`config.mk`:
```
export PLATFORM = sky130hd
export DESIGN_NAME = voice_scheduler_flat
export DESIGN_NICKNAME = d
export VERILOG_FILES = /design/src/rtl/voice_scheduler_if.sv /design/src/rtl/voice_scheduler.sv /design/src/flat_wrapper.sv
export SDC_FILE = /design/constraint.sdc
export NUM_CORES = 1
export LEC_CHECK = 0
export BUFFER_PORTS_ARGS = -buffer_cell sky130_fd_sc_hd__buf_4
export CORE_AREA = 2 2 116 163
export CTS_CLUSTER_DIAMETER = 100
export DETAILED_ROUTE_END_ITERATION = 16
export DIE_AREA = 0 0 118 165
export MAX_ROUTING_LAYER = met4
export PLACE_DENSITY = 0.86
export SLEW_MARGIN = 10
export SYNTH_ARGS = -nofsm -noshare
export SYNTH_HDL_FRONTEND = slang
export SYNTH_SLANG_ARGS = --single-unit
```
`constraint.sdc`:
```
create_clock -name clk -period 32.4 [get_ports clk]
set_input_delay 4.86 -clock clk [delete_from_list [all_inputs] [get_ports clk]]
set_output_delay 4.86 -clock clk [all_outputs]
set_load 0.02 [all_outputs]
```
`src/rtl/voice_scheduler_if.sv`:
```
// voice_scheduler_if: note event handshake between the event decoder and the voice scheduler
// Signals: ev_valid/ev_ready handshake, ev_is_on (1 = note-on), ev_note (note index).
// Modports: master = event source, slave = voice scheduler.
interface voice_scheduler_if #(
    parameter int NOTE_W = 7
);
    logic              ev_valid;
    logic              ev_ready;
    logic              ev_is_on;
    logic [NOTE_W-1:0] ev_note;
    modport master (output ev_valid, ev_is_on, ev_note, input ev_ready);
    modport slave (input ev_valid, ev_is_on, ev_note, output ev_ready);
endinterface

```
`src/rtl/voice_scheduler.sv`:
```
// voice_scheduler: allocates note events onto voice slots and sequences the mixer once per sample tick
// Ports: clk, reset_n (async active-low); ev (event handshake, slave modport);
//   voice_active/voice_note/voice_retrig/drop: voice table and its 1-cycle pulses;
//   sample_tick, generate_new_sample, new_sample_ready, mix_sample: mixer sequencing;
//   sample_out/sample_valid: latched mixed sample; overrun: sticky timing error.
// Macro VOICE_STEAL_EN: defined = note-on into a full table steals the oldest voice,
//   undefined = that note-on is dropped and the table is left unchanged.
module voice_scheduler #(
    parameter int NUM_VOICES = 8,
    parameter int NOTE_W     = 7,
    parameter int AGE_W      = 8,
    parameter int TIMEOUT    = 64
) (
    input  logic                         clk,
    input  logic                         reset_n,
    voice_scheduler_if.slave             ev,
    output logic [NUM_VOICES-1:0]        voice_active,
    output logic [NUM_VOICES*NOTE_W-1:0] voice_note,
    output logic [NUM_VOICES-1:0]        voice_retrig,
    output logic                         drop,
    input  logic                         sample_tick,
    output logic                         generate_new_sample,
    input  logic                         new_sample_ready,
    input  logic [15:0]                  mix_sample,
    output logic [15:0]                  sample_out,
    output logic                         sample_valid,
    output logic                         overrun
);
    localparam int IW = $clog2(NUM_VOICES);
    localparam int CW = $clog2(TIMEOUT);
`ifdef VOICE_STEAL_EN
    localparam bit STEAL = 1'b1;
`else
    localparam bit STEAL = 1'b0;
`endif
    typedef enum logic [1:0] {A_IDLE, A_SEARCH, A_COMMIT} a_state_t;
    typedef enum logic {S_IDLE, S_WAIT} s_state_t;
    a_state_t              a_state_q, a_state_d;
    s_state_t              s_state_q, s_state_d;
    logic                  ev_ready_q, ev_ready_d, on_q, on_d;
    logic [NOTE_W-1:0]     ev_note_q, ev_note_d;
    logic                  match_hit_q, match_hit_d, free_hit_q, free_hit_d;
    logic [IW-1:0]         match_idx_q, match_idx_d, free_idx_q, free_idx_d, old_idx_q, old_idx_d;
    logic [NUM_VOICES-1:0] active_q, active_d, retrig_q, retrig_d;
    logic [NOTE_W-1:0]     note_q [NUM_VOICES];
    logic [NOTE_W-1:0]     note_d [NUM_VOICES];
    logic [AGE_W-1:0]      age_q [NUM_VOICES];
    logic [AGE_W-1:0]      age_d [NUM_VOICES];
    logic                  drop_q, drop_d, gen_q, gen_d, valid_q, valid_d, overrun_q, overrun_d;
    logic [CW-1:0]         cnt_q, cnt_d;
    logic [15:0]           sample_q, sample_d;
    logic [NUM_VOICES-1:0] hit_mask, age_clr;
    logic                  f_hit;
    logic [IW-1:0]         m_idx, f_idx, o_idx, pick;
    logic [AGE_W-1:0]      old_age;
    logic                  take;

    // Table lookup against the registered event note; descending scan so the lowest index wins.
    always_comb begin
        hit_mask = '0;
        m_idx = '0;
        f_hit = 1'b0;
        f_idx = '0;
        o_idx = '0;
        old_age = age_q[0];
        for (int i = NUM_VOICES - 1; i >= 0; i--) begin
            hit_mask[i] = active_q[i] && note_q[i] == ev_note_q;
            if (hit_mask[i]) m_idx = IW'(i);
            if (!active_q[i]) begin
                f_hit = 1'b1;
                f_idx = IW'(i);
            end
        end
        // Strict compare keeps the lowest index on equal ages.
        for (int i = 1; i < NUM_VOICES; i++) begin
            if (age_q[i] > old_age) begin
                old_age = age_q[i];
                o_idx = IW'(i);
            end
        end
    end

    always_comb begin
        a_state_d = a_state_q;
        ev_ready_d = ev_ready_q;
        on_d = on_q;
        ev_note_d = ev_note_q;
        match_hit_d = match_hit_q;
        match_idx_d = match_idx_q;
        free_hit_d = free_hit_q;
        free_idx_d = free_idx_q;
        old_idx_d = old_idx_q;
        active_d = active_q;
        note_d = note_q;
        retrig_d = '0;
        drop_d = 1'b0;
        age_clr = '0;
        take = match_hit_q | free_hit_q | STEAL;
        pick = match_hit_q ? match_idx_q : free_hit_q ? free_idx_q : old_idx_q;
        case (a_state_q)
            A_IDLE: begin
                ev_ready_d = !(ev.ev_valid && ev_ready_q);
                if (ev.ev_valid && ev_ready_q) begin
                    a_state_d = A_SEARCH;
                    on_d = ev.ev_is_on;
                    ev_note_d = ev.ev_note;
                end
            end
            A_SEARCH: begin
                a_state_d = A_COMMIT;
                match_hit_d = |hit_mask;
                match_idx_d = m_idx;
                free_hit_d = f_hit;
                free_idx_d = f_idx;
                old_idx_d = o_idx;
            end
            default: begin
                a_state_d = A_IDLE;
                ev_ready_d = 1'b1;
                drop_d = on_q && !take;
                if (on_q && take) begin
                    active_d[pick] = 1'b1;
                    note_d[pick] = ev_note_q;
                    age_clr[pick] = 1'b1;
                    retrig_d[pick] = 1'b1;
                end
                if (!on_q) active_d = active_q & ~hit_mask;
            end
        endcase
        // A commit restart of a voice overrides a same-cycle age increment.
        for (int i = 0; i < NUM_VOICES; i++)
            age_d[i] = age_clr[i] ? '0 : (gen_q && active_q[i] && age_q[i] != '1) ? age_q[i] + 1'b1 : age_q[i];
        s_state_d = s_state_q;
        cnt_d = cnt_q;
        gen_d = 1'b0;
        valid_d = 1'b0;
        sample_d = sample_q;
        overrun_d = overrun_q;
        if (s_state_q == S_IDLE) begin
            if (sample_tick) begin
                s_state_d = S_WAIT;
                gen_d = 1'b1;
                cnt_d = '0;
            end
        end else begin
            if (sample_tick) overrun_d = 1'b1;
            if (new_sample_ready) begin
                s_state_d = S_IDLE;
                sample_d = mix_sample;
                valid_d = 1'b1;
            end else if (cnt_q == CW'(TIMEOUT - 1)) begin
                s_state_d = S_IDLE;
                overrun_d = 1'b1;
            end else begin
                cnt_d = cnt_q + 1'b1;
            end
        end
    end

    always_ff @(posedge clk or negedge reset_n) begin
        if (!reset_n) begin
            a_state_q <= A_IDLE;
            s_state_q <= S_IDLE;
            ev_ready_q <= 1'b0;
            on_q <= 1'b0;
            ev_note_q <= '0;
            match_hit_q <= 1'b0;
            match_idx_q <= '0;
            free_hit_q <= 1'b0;
            free_idx_q <= '0;
            old_idx_q <= '0;
            active_q <= '0;
            retrig_q <= '0;
            note_q <= '{default: '0};
            age_q <= '{default: '0};
            drop_q <= 1'b0;
            gen_q <= 1'b0;
            valid_q <= 1'b0;
            overrun_q <= 1'b0;
            cnt_q <= '0;
            sample_q <= '0;
        end else begin
            a_state_q <= a_state_d;
            s_state_q <= s_state_d;
            ev_ready_q <= ev_ready_d;
            on_q <= on_d;
            ev_note_q <= ev_note_d;
            match_hit_q <= match_hit_d;
            match_idx_q <= match_idx_d;
            free_hit_q <= free_hit_d;
            free_idx_q <= free_idx_d;
            old_idx_q <= old_idx_d;
            active_q <= active_d;
            retrig_q <= retrig_d;
            note_q <= note_d;
            age_q <= age_d;
            drop_q <= drop_d;
            gen_q <= gen_d;
            valid_q <= valid_d;
            overrun_q <= overrun_d;
            cnt_q <= cnt_d;
            sample_q <= sample_d;
        end
    end

    assign ev.ev_ready = ev_ready_q;
    assign voice_active = active_q;
    assign voice_retrig = retrig_q;
    assign drop = drop_q;
    assign generate_new_sample = gen_q;
    assign sample_out = sample_q;
    assign sample_valid = valid_q;
    assign overrun = overrun_q;
    for (genvar v = 0; v < NUM_VOICES; v++) begin : g_note
        assign voice_note[v*NOTE_W +: NOTE_W] = note_q[v];
    end
endmodule
```
`src/flat_wrapper.sv`:
```
// flat-port wrapper written by rule: the top's interface ports become plain ports
module voice_scheduler_flat 
#(
    parameter int NUM_VOICES = 8,
    parameter int NOTE_W     = 7,
    parameter int AGE_W      = 8,
    parameter int TIMEOUT    = 64
)
  (clk, reset_n, voice_active, voice_note, voice_retrig, drop, sample_tick, generate_new_sample, new_sample_ready, mix_sample, sample_out, sample_valid, overrun, ev_ev_valid, ev_ev_is_on, ev_ev_note, ev_ev_ready);
  voice_scheduler_if #(.NOTE_W(NOTE_W)) ev_i ();
  input  logic clk;
  input  logic reset_n;
  output logic [NUM_VOICES-1:0] voice_active;
  output logic [NUM_VOICES*NOTE_W-1:0] voice_note;
  output logic [NUM_VOICES-1:0] voice_retrig;
  output logic drop;
  input  logic sample_tick;
  output logic generate_new_sample;
  input  logic new_sample_ready;
  input  logic [15:0] mix_sample;
  output logic [15:0] sample_out;
  output logic sample_valid;
  output logic overrun;
  input wire logic [$bits(ev_i.ev_valid)-1:0] ev_ev_valid;
  input wire logic [$bits(ev_i.ev_is_on)-1:0] ev_ev_is_on;
  input wire logic [$bits(ev_i.ev_note)-1:0] ev_ev_note;
  output wire logic [$bits(ev_i.ev_ready)-1:0] ev_ev_ready;
  assign ev_i.ev_valid = ev_ev_valid;
  assign ev_i.ev_is_on = ev_ev_is_on;
  assign ev_i.ev_note = ev_ev_note;
  assign ev_ev_ready = ev_i.ev_ready;
  voice_scheduler #(.NUM_VOICES(NUM_VOICES), .NOTE_W(NOTE_W), .AGE_W(AGE_W), .TIMEOUT(TIMEOUT)) u_core (.clk(clk), .reset_n(reset_n), .ev(ev_i), .voice_active(voice_active), .voice_note(voice_note), .voice_retrig(voice_retrig), .drop(drop), .sample_tick(sample_tick), .generate_new_sample(generate_new_sample), .new_sample_ready(new_sample_ready), .mix_sample(mix_sample), .sample_out(sample_out), .sample_valid(sample_valid), .overrun(overrun));
endmodule
```
**Word level (Yosys, flattened, before mapping)**

Index checks and enable logic that the tools add are counted.

- Eq/ne operators: 22
- Magnitude comparators: 11
- Multiplexer cells: 82
- Bitwise logic cells: 6
- Reduce and logical (&&, ||, !) cells: 48
- Add/sub/neg operators: 9

Operators with widths:

| kind | number |
|---|---|
| 8-bit 2-to-1 mux | 26 |
| 3-bit 2-to-1 mux | 22 |
| 8-bit by 1-bit adder with 8-bit output, second input constant | 8 |
| 8-bit inequality test, second input constant | 8 |
| 56-bit bitwise mux | 1 |
| 7-bit equality test | 8 |
| 8-bit > comparator | 7 |
| 1-bit logical AND | 29 |
| 6-bit 2-to-1 mux | 4 |
| 7-bit demux with 3-bit select | 1 |
| 1-bit 2-to-1 mux | 21 |
| 2-bit nonzero test | 9 |
| 8-bit bitwise AND | 1 |
| 8-bit inverter | 1 |
| 8-bit OR | 1 |
| 2-bit AND reduction | 4 |
| 8-bit OR reduction | 1 |
| 7-bit 2-to-1 mux | 1 |
| 6-bit by 1-bit adder with 6-bit output, second input constant | 1 |
| 6-bit equality test, second input constant | 1 |
| 2-bit 2-to-1 mux | 3 |
| 2-bit inequality test, second input constant | 3 |
| 4-bit greater-or-equal comparator, second input constant | 1 |
| 3-bit by 4-bit less-than comparator with 1-bit output, second input constant | 1 |
| 14 further kinds | 15 |

- Word-level logic and storage cells: 212
- Bits in registers: 185

**Depth between registers and ports, before layout**

Gate-level depths: netlist of run 1.

- Depth after elaboration: 14
- Depth in mapped cells: 68

**Least setup slack after synthesis of run 1**

Ideal clock, no wire load.

- Path type: register to register
- From: register u_core.age_q[49] in the netlist's numbering
- To: register u_core.old_idx_q[2]
- Required time: 32268 ps
- Period minus slack after synthesis: 12741 ps
- Path slack: 19659 ps
- Cell stages (with the launch flop): 64
- Arrival: 12609 ps
- Path through: dfrtp_1 -> ha_1 -> nor2b_1 -> o211ai_1 -> a21oi_1 -> o21ai_1 -> mux2i_1 -> ha_1 -> a211oi_2 -> o21bai_2 -> a311oi_4 -> a221oi_1 -> mux2i_2 -> mux2i_1 -> inv_1 -> ha_1 -> nor2b_1 -> or3_1 -> [... 28 more ...] -> a21o_1 -> a21oi_1 -> o21ai_0 -> o21ai_0 -> inv_1 -> or4_1 -> o221a_2 -> ha_1 -> nor2b_1 -> o21a_1 -> o21ai_0 -> nand2b_1 -> a21oi_1 -> nor2_1 -> a211oi_1 -> o21ai_0 -> nor2_1 -> a31oi_1

- Longest elaborated chain between the ends: 14
- Elaborated cells on any way between the ends: 17
- Classes of those cells: order compare (7); mux (10)

RTL lines:

| element | RTL line | RTL |
|---|---|---|
| start, declared | voice_scheduler.sv:47 | `logic [AGE_W-1:0] age_q [NUM_VOICES];` |
| start signal, assigned | voice_scheduler.sv:196 | `age_q <= age_d;` |
| 8-bit > comparator | voice_scheduler.sv:76 | `if (age_q[i] > old_age) begin` |
| 8-bit 2-to-1 mux * | voice_scheduler.sv:76 |  |
| 8-bit > comparator | voice_scheduler.sv:76 |  |
| 8-bit 2-to-1 mux * | voice_scheduler.sv:76 |  |
| 8-bit > comparator | voice_scheduler.sv:76 |  |
| 8-bit 2-to-1 mux * | voice_scheduler.sv:76 |  |
| 8-bit > comparator | voice_scheduler.sv:76 |  |
| 8-bit 2-to-1 mux | voice_scheduler.sv:76 |  |
| 8-bit > comparator | voice_scheduler.sv:76 |  |
| 8-bit 2-to-1 mux | voice_scheduler.sv:76 |  |
| 8-bit > comparator | voice_scheduler.sv:76 |  |
| 8-bit 2-to-1 mux | voice_scheduler.sv:76 |  |
| 8-bit > comparator | voice_scheduler.sv:76 |  |
| 3-bit 2-to-1 mux * | voice_scheduler.sv:76 |  |
| end signal, assigned | voice_scheduler.sv:192 | `old_idx_q <= old_idx_d;` |
| end, declared | voice_scheduler.sv:43 | `logic [IW-1:0] match_idx_q, match_idx_d, free_idx_q, free_idx_d, old_idx_q, old_idx_d;` |

Every way passes the cells marked *; elsewhere a longest branch is shown, timed or not.
A chain may end at the register's enable or synchronous reset.

**Final worst setup path of run 1**

Ends and elaborated chain as after synthesis.

==> flow_summary.yaml, run 1 <==
setup_path:
  critPathArrivalTime_ns: 14.97
  rr_worst_depth: 61
  cp_slowest_stage_delay_ns: 0.78
  critPathRequiredTime_ns: 32.67
  startpoint_type: "flop"
  timing.rr.end: "u_core.old_idx_q[2]"
  crit_type: "reg -> reg"
  crit_fanout: 14
  cpMaxStageDelayCell: "nor2_1"
  end_kind: "flop"
  r2r_start: "u_core.age_q[49]"
  reg2reg_slack_ns: 17.70
timing:
  fin_skew_ns: 0.0158
  max_slew.worst_pin.slew_ns: 1.02
  period_needed_ns: 14.70
  hold_viol: 0
  max_freq_ghz: 0.0680
  setup_slack_ns: 17.70
  timing.final.crit_share_pct: 45.4
  slew_viol_final: 0
  slew_headroom_pct: 32.0
  rsz0062_at_grt: "false"
  finalSetupTns_ns: 0
  setup_violations: 0
grt:
  grt_pass1_wl_mm: 42.5
  grt.total_usage_pct: 28.1
  antenna_found_initial: 0
  overflow: 0
  grt_max_degree: 106
  grt_pass1_vias: 8661
place:
  dp_hpwl_mm: 17.9
  portBuffers: 121
  dp_slack_ns: 17.86
  gp_congestion: 0.979
  place_inst: 1363
floorplanning:
  io_pins: 122
  rows: 58
  coreArea_um2: 17900
  die_x_um: 118
  die_h_um: 165
  die-area_um2: 19500
  initial_core_util_pct: 59.0
power_and_ir_drop:
  powerDensity_nw_per_um2: 108
  p_leak_uw: 0.00609
  ir_drop_uv: 75.7
  p_total_uw: 1340
hold_path:
  timing.hold.worst_path_depth: 2
  hold_path_end: "u_core.match_idx_q[1]"
  min_path_type: "reg -> reg"
  min_from: "u_core.match_idx_q[1]"
clock_network:
  cts_resized: 0
  clock_sinks: 184
  cts.path.max_buffers: 2
  cts_made_buffers: 17
  clk_pin_slew_worst_paths_ns: 0.08
  postCtsHoldBufs: 0
  root_buffer: "clkbuf_16"
  cts_tree: "yes"
  clk_latency_ns: 0.44
  cts_max_level: 4
  post_cts_buffers: 0
finish:
  final_util_pct: 68.7
  num-nets-final: 1232
  n_antenna_cell: 0
  ff_latch_area_um2: 4600
  drive_gt1_share_pct: 23.5
  multi_input_area_um2: 5590
  area_growth_syn_to_layout_pct: 16.5
  final_cells: 1394
  nFillCells: 1238
run_status:
  outcome: "completed"
logic_synthesis:
  synth.distinct_cells: 63
  synth_compound_area_share_pct: 9.56
  syn-instance-count: 1030
  async_flop_share_pct: 100
  netlist_area_um2: 10600
  synth_fp_nets: 1120
  synth_top_flop_cell: "dfrtp_1"
  muxShareOfSynthArea_pct: 13.3
  synthXorXnorAreaFrac_pct: 8.70
  synth-adder-area-share_pct: 7.22
  synth_top_family_by_area: "simple AND/OR/NAND/NOR gates"
  postSynthAreaPerCell_um2: 10.3
  yosys_register_bits: 184
  seq_area_frac_synth_pct: 43.5
  synth_edf_count: 0
  yosys_warnings: 0
  synth_simple_gate_area_share_pct: 14.1
route:
  avgViaCountPerCell: 5.93
  wl_per_cell_um: 18.8
  vias: 8268
  drc: 0
  first_pass_iters: 5
  drt_wl_total_mm: 26.2
  antenna_left: 0
  drtIter0Drc: 482
flow_run:
  drv_cap: 0
==> critical path, delay by kind of cell, from the launching register on <==
family          cells  cell delay, ns
buf+inv             3            0.43
fa+ha+maj           7            2.05
mux                 8            2.75
compound gates     32            6.27
simple gates       11            2.51
flops               1            0.45
==> through the flow <==
step | cell area [um^2] | hold WS, ns
5_1_grt | 12300 | 0.515
4_1_cts | 12300 | 0.490
6_report | 12300 | 0.493
2_1_floorplan | 10600 | 0.450
3_3_place_gp | 11700 | 0.458
3_5_place_dp | 11700 | 0.476
==> worst max path at each step <==
stage / from / endpoint
floorplan: u_core.age_q[49] / u_core.old_idx_q[2]
global placement: u_core.age_q[49] / u_core.old_idx_q[2]
detailed placement: u_core.age_q[49] / u_core.old_idx_q[2]
CTS: u_core.age_q[49] / u_core.old_idx_q[2]
global route: u_core.age_q[49] / u_core.old_idx_q[2]
finish: u_core.age_q[49] / u_core.old_idx_q[2]
==> cells in the mapped netlist (3+ instances only) <==
master,count,area (um^2)
or3_1,12,75.1
mux2i_1,41,410
a31oi_1,4,25.0
dfrtp_1,184,4600
and3_1,6,37.5
o2111ai_1,3,26.3
nand2b_1,8,50.1
inv_1,61,229
nor2b_1,9,56.3
and4_1,4,35.0
ha_1,61,763
nand3_1,23,115
o211a_1,4,40.0
and2_1,3,18.8
xnor2_1,59,517
o221a_2,6,67.6
a21o_1,16,120
nor3_1,8,40.0
mux2_2,86,968
or2_2,3,18.8
o21ai_0,37,185
o211ai_1,5,37.5
or4_1,6,45.0
nand2_1,78,293
nor2_1,100,375
clkbuf_1,34,128
a21oi_1,35,175
o21a_1,4,30.0
nor4_1,9,56.3
nand4_1,36,225
xor2_1,46,403
o31ai_1,3,22.5
==> cells in the final DEF, fill, tap and decap left out, types with 41 or more instances in the layout <==
master   count
nand2_1     78
buf_4      131
inv_1       61
nor2_1     100
ha_1        61
dfrtp_1    184
mux2i_1     41
xnor2_1     59
mux2_2      86
xor2_1      46
==> power breakdown <==
group	switching (uW)	leakage [uW]	internal, uW
clock network	100	0.000295	111
registers	75.2	0.00244	271
logic	425	0.00336	354
total	600	0.00609	736
==> registers in the layout (all words and copies together), names as in the netlist <==
register / count
u_core.a_state_q: 2
u_core.age_q: 64
u_core.cnt_q: 6
u_core.drop: 1
u_core.ev.ev_ready: 1
u_core.ev_note_q: 7
u_core.free_hit_q: 1
u_core.free_idx_q: 3
u_core.generate_new_sample: 1
u_core.match_hit_q: 1
u_core.match_idx_q: 3
u_core.old_idx_q: 2
u_core.on_q: 1
u_core.overrun: 1
u_core.s_state_q: 1
u_core.sample_out: 16
u_core.sample_valid: 1
u_core.voice_active: 8
u_core.voice_note: 56
u_core.voice_retrig: 8
==> kinds of logic (layout without fill, tap and decap cells) <==
group           count (synthesis)  after routing
simple gates                  310            310
flops                         184            184
compound gates                141            141
mux                           129            129
xor+xnor                      105            105
buf+inv                       100            224
fa+ha+maj                      61             61
==> final cells by class <==
type	count	area share (%)
Tap cell	240	2.44
Clock buffer	17	3.45
Multi-Input combinational cell	746	45.4
Sequential cell	184	37.4
Clock inverter	14	1.43
Inverter	61	1.86
Timing Repair Buffer	132	8.07
==> per-layer routing <==
metal  up-vias  wire length, um  GRT usage (%)
met4         0              888           13.1
met2       260            13900           50.5
met1      4089            10100           30.1
met5         -                0              -
met3        77             1230           5.39
li1       3842                -              -
Note: power is estimated with default switching activity, not from simulation.
==> run 2, diff against run 1 <==
Settings changed: CORE_AREA 2 2 116 163 to 2 2 117 164, DIE_AREA 0 0 118 165 to 0 0 119 166, PLACE_DENSITY 0.86 to 0.85.
Clock period 32.4 ns to 14 ns, I/O delays scaled along.
==> flow_summary.yaml, run 2 (synthesized netlist as in run 1, its figures left out) <==
run_status:
  outcome: "completed"
route:
  drtIter0Drc: 530
  drt_wl_total_mm: 25.9
  avgViaCountPerCell: 5.95
  antenna_left: 0
  drc: 0
  wl_per_cell_um: 18.4
  first_pass_iters: 5
  vias: 8389
clock_network:
  postCtsHoldBufs: 0
  clock_sinks: 184
  cts_max_level: 4
  clk_pin_slew_worst_paths_ns: 0.07
  cts_tree: "yes"
  root_buffer: "clkbuf_16"
  cts.path.max_buffers: 2
  clk_latency_ns: 0.44
  cts_made_buffers: 17
setup_path:
  critPathRequiredTime_ns: 14.30
  startpoint_type: "flop"
  critPathArrivalTime_ns: 13.78
  crit_fanout: 14
  crit_top_cell: "ha_1"
  cp_slowest_stage_delay_ns: 0.49
  cpMaxStageDelayCell: "or4_1"
  end_kind: "flop"
  crit_type: "reg -> reg"
place:
  portBuffers: 121
  dp_hpwl_mm: 17.6
  gp_congestion: 0.900
  place_inst: 1370
finish:
  final_cells: 1409
  final_common_cell: "dfrtp_1"
  num-nets-final: 1242
  final_util_pct: 68.0
  nFillCells: 1269
  mostFrequentLayoutCells: "dfrtp_1 (184), buf_4 (141), nor2_1 (99)"
  area_growth_syn_to_layout_pct: 18.2
  n_antenna_cell: 0
  largest_register_ffs: 64
  regMostFlops: "u_core.age_q"
  drive_gt1_share_pct: 25.4
floorplanning:
  die-area_um2: 19800
  die_x_um: 119
  initial_core_util_pct: 57.5
  die_h_um: 166
  coreArea_um2: 18400
  rows: 59
  io_pins: 122
timing:
  fin_skew_ns: 0.0115
  hold_viol: 0
  slew_viol_final: 0
  timing.final.crit_share_pct: 96.3
  setup_violations: 0
  slew_headroom_pct: 33.4
  max_slew.worst_pin.slew_ns: 0.984
  hold_ws_ns: 0.449
  max_freq_ghz: 0.0742
  period_needed_ns: 13.48
hold_path:
  min_path_type: "reg -> reg"
grt:
  grt_pass1_wl_mm: 41.7
  grt_pass1_vias: 8701
  overflow: 0
  grt_max_degree: 109
  antenna_found_initial: 0
  grt.total_usage_pct: 26.7
power_and_ir_drop:
  powerDensity_nw_per_um2: 267
  ir_drop_uv: 198
  p_leak_uw: 0.00614
flow_run:
  drv_cap: 0
-- run 2: changes by cell type in the layout (fill, tap and decap cells not counted), sizes merged --
cell / before / now
buf: 132 / 141
bufinv: 1 / 0
clkbuf: 17 / 19
inv: 69 / 70
-- run 2: stage by stage --
stage | cell area [um^2] | setup TNS [ns] | total power, uW | setup WS (ns)
after floorplan | 10600 | 0 | 2180 | 1.26
after global placement | 11700 | 0 | 2530 | 0.750
after detailed placement | 11700 | 0 | 2610 | 0.0479
after CTS | 12400 | 0 | 3130 | 0.139
after global routing | 12500 | -0.418 | 3530 | -0.216
final | 12500 | 0 | 3340 | 0.525
-- run 2: per-layer routing --
metal | GRT usage, % | vias to the layer above | share of wire (%)
met4 | 12.8 | 0 | 3.7
met3 | 4.09 | 90 | 5.8
met1 | 30.4 | 4109 | 39
met2 | 45.7 | 342 | 51
li1 | - | 3848 | -
met5 | - | - | 0
-- run 2: path summary, 6_finish.rpt --
kind / from / to / slack [ns] / depth (start not counted)
max reg2reg: u_core.age_q[57] / u_core.old_idx_q[2] / 0.52 / 66
max: u_core.age_q[57] / u_core.old_idx_q[2] / 0.52 / 66
max in group asynchronous: reset_n / u_core.sample_out[7] / 10.71 / 2
min: u_core.a_state_q[0] / u_core.a_state_q[0] / 0.45 / 1
min in group asynchronous: reset_n / u_core.ev_note_q[1] / 1.74 / 1
min reg2reg: u_core.a_state_q[0] / u_core.a_state_q[0] / 0.45 / 1
-- run 2: report_power, final --
group          total [uW]  switching, uW  internal (uW)
Combinational        2050           1110            941
Sequential            799            173            626
Clock                 485            242            243
Total                3340           1530           1810
-- run 2: final cells by class --
| type | count | area [um^2] | area share (%) |
|---|---|---|---|
| Clock buffer | 18 | 429 | 3.43 |
| Timing Repair Buffer | 142 | 1070 | 8.58 |
| Clock inverter | 14 | 168 | 1.34 |
| Sequential cell | 184 | 4600 | 36.8 |
| Multi-Input combinational cell | 746 | 5690 | 45.5 |
| Tap cell | 244 | 305 | 2.44 |
| Inverter | 61 | 229 | 1.83 |
-- run 2: critical path: cells and delay by family, from the launching register on --
| family | cells | cell delay [ns] |
|---|---|---|
| AO/OA/AOI/OAI | 30 | 5.14 |
| adder cells (fa/ha/maj) | 7 | 2.03 |
| buffers and inverters | 7 | 1.04 |
| flip-flops | 1 | 0.40 |
| multiplexers | 7 | 1.95 |
| AND/OR/NAND/NOR | 15 | 2.76 |
-- run 2: what timing repair did --
item                       4_1_cts  5_1_grt
buffers inserted                 0        7
setup endpoints to repair        2        2
pin swaps                        0        3
gates resized for setup          2       22
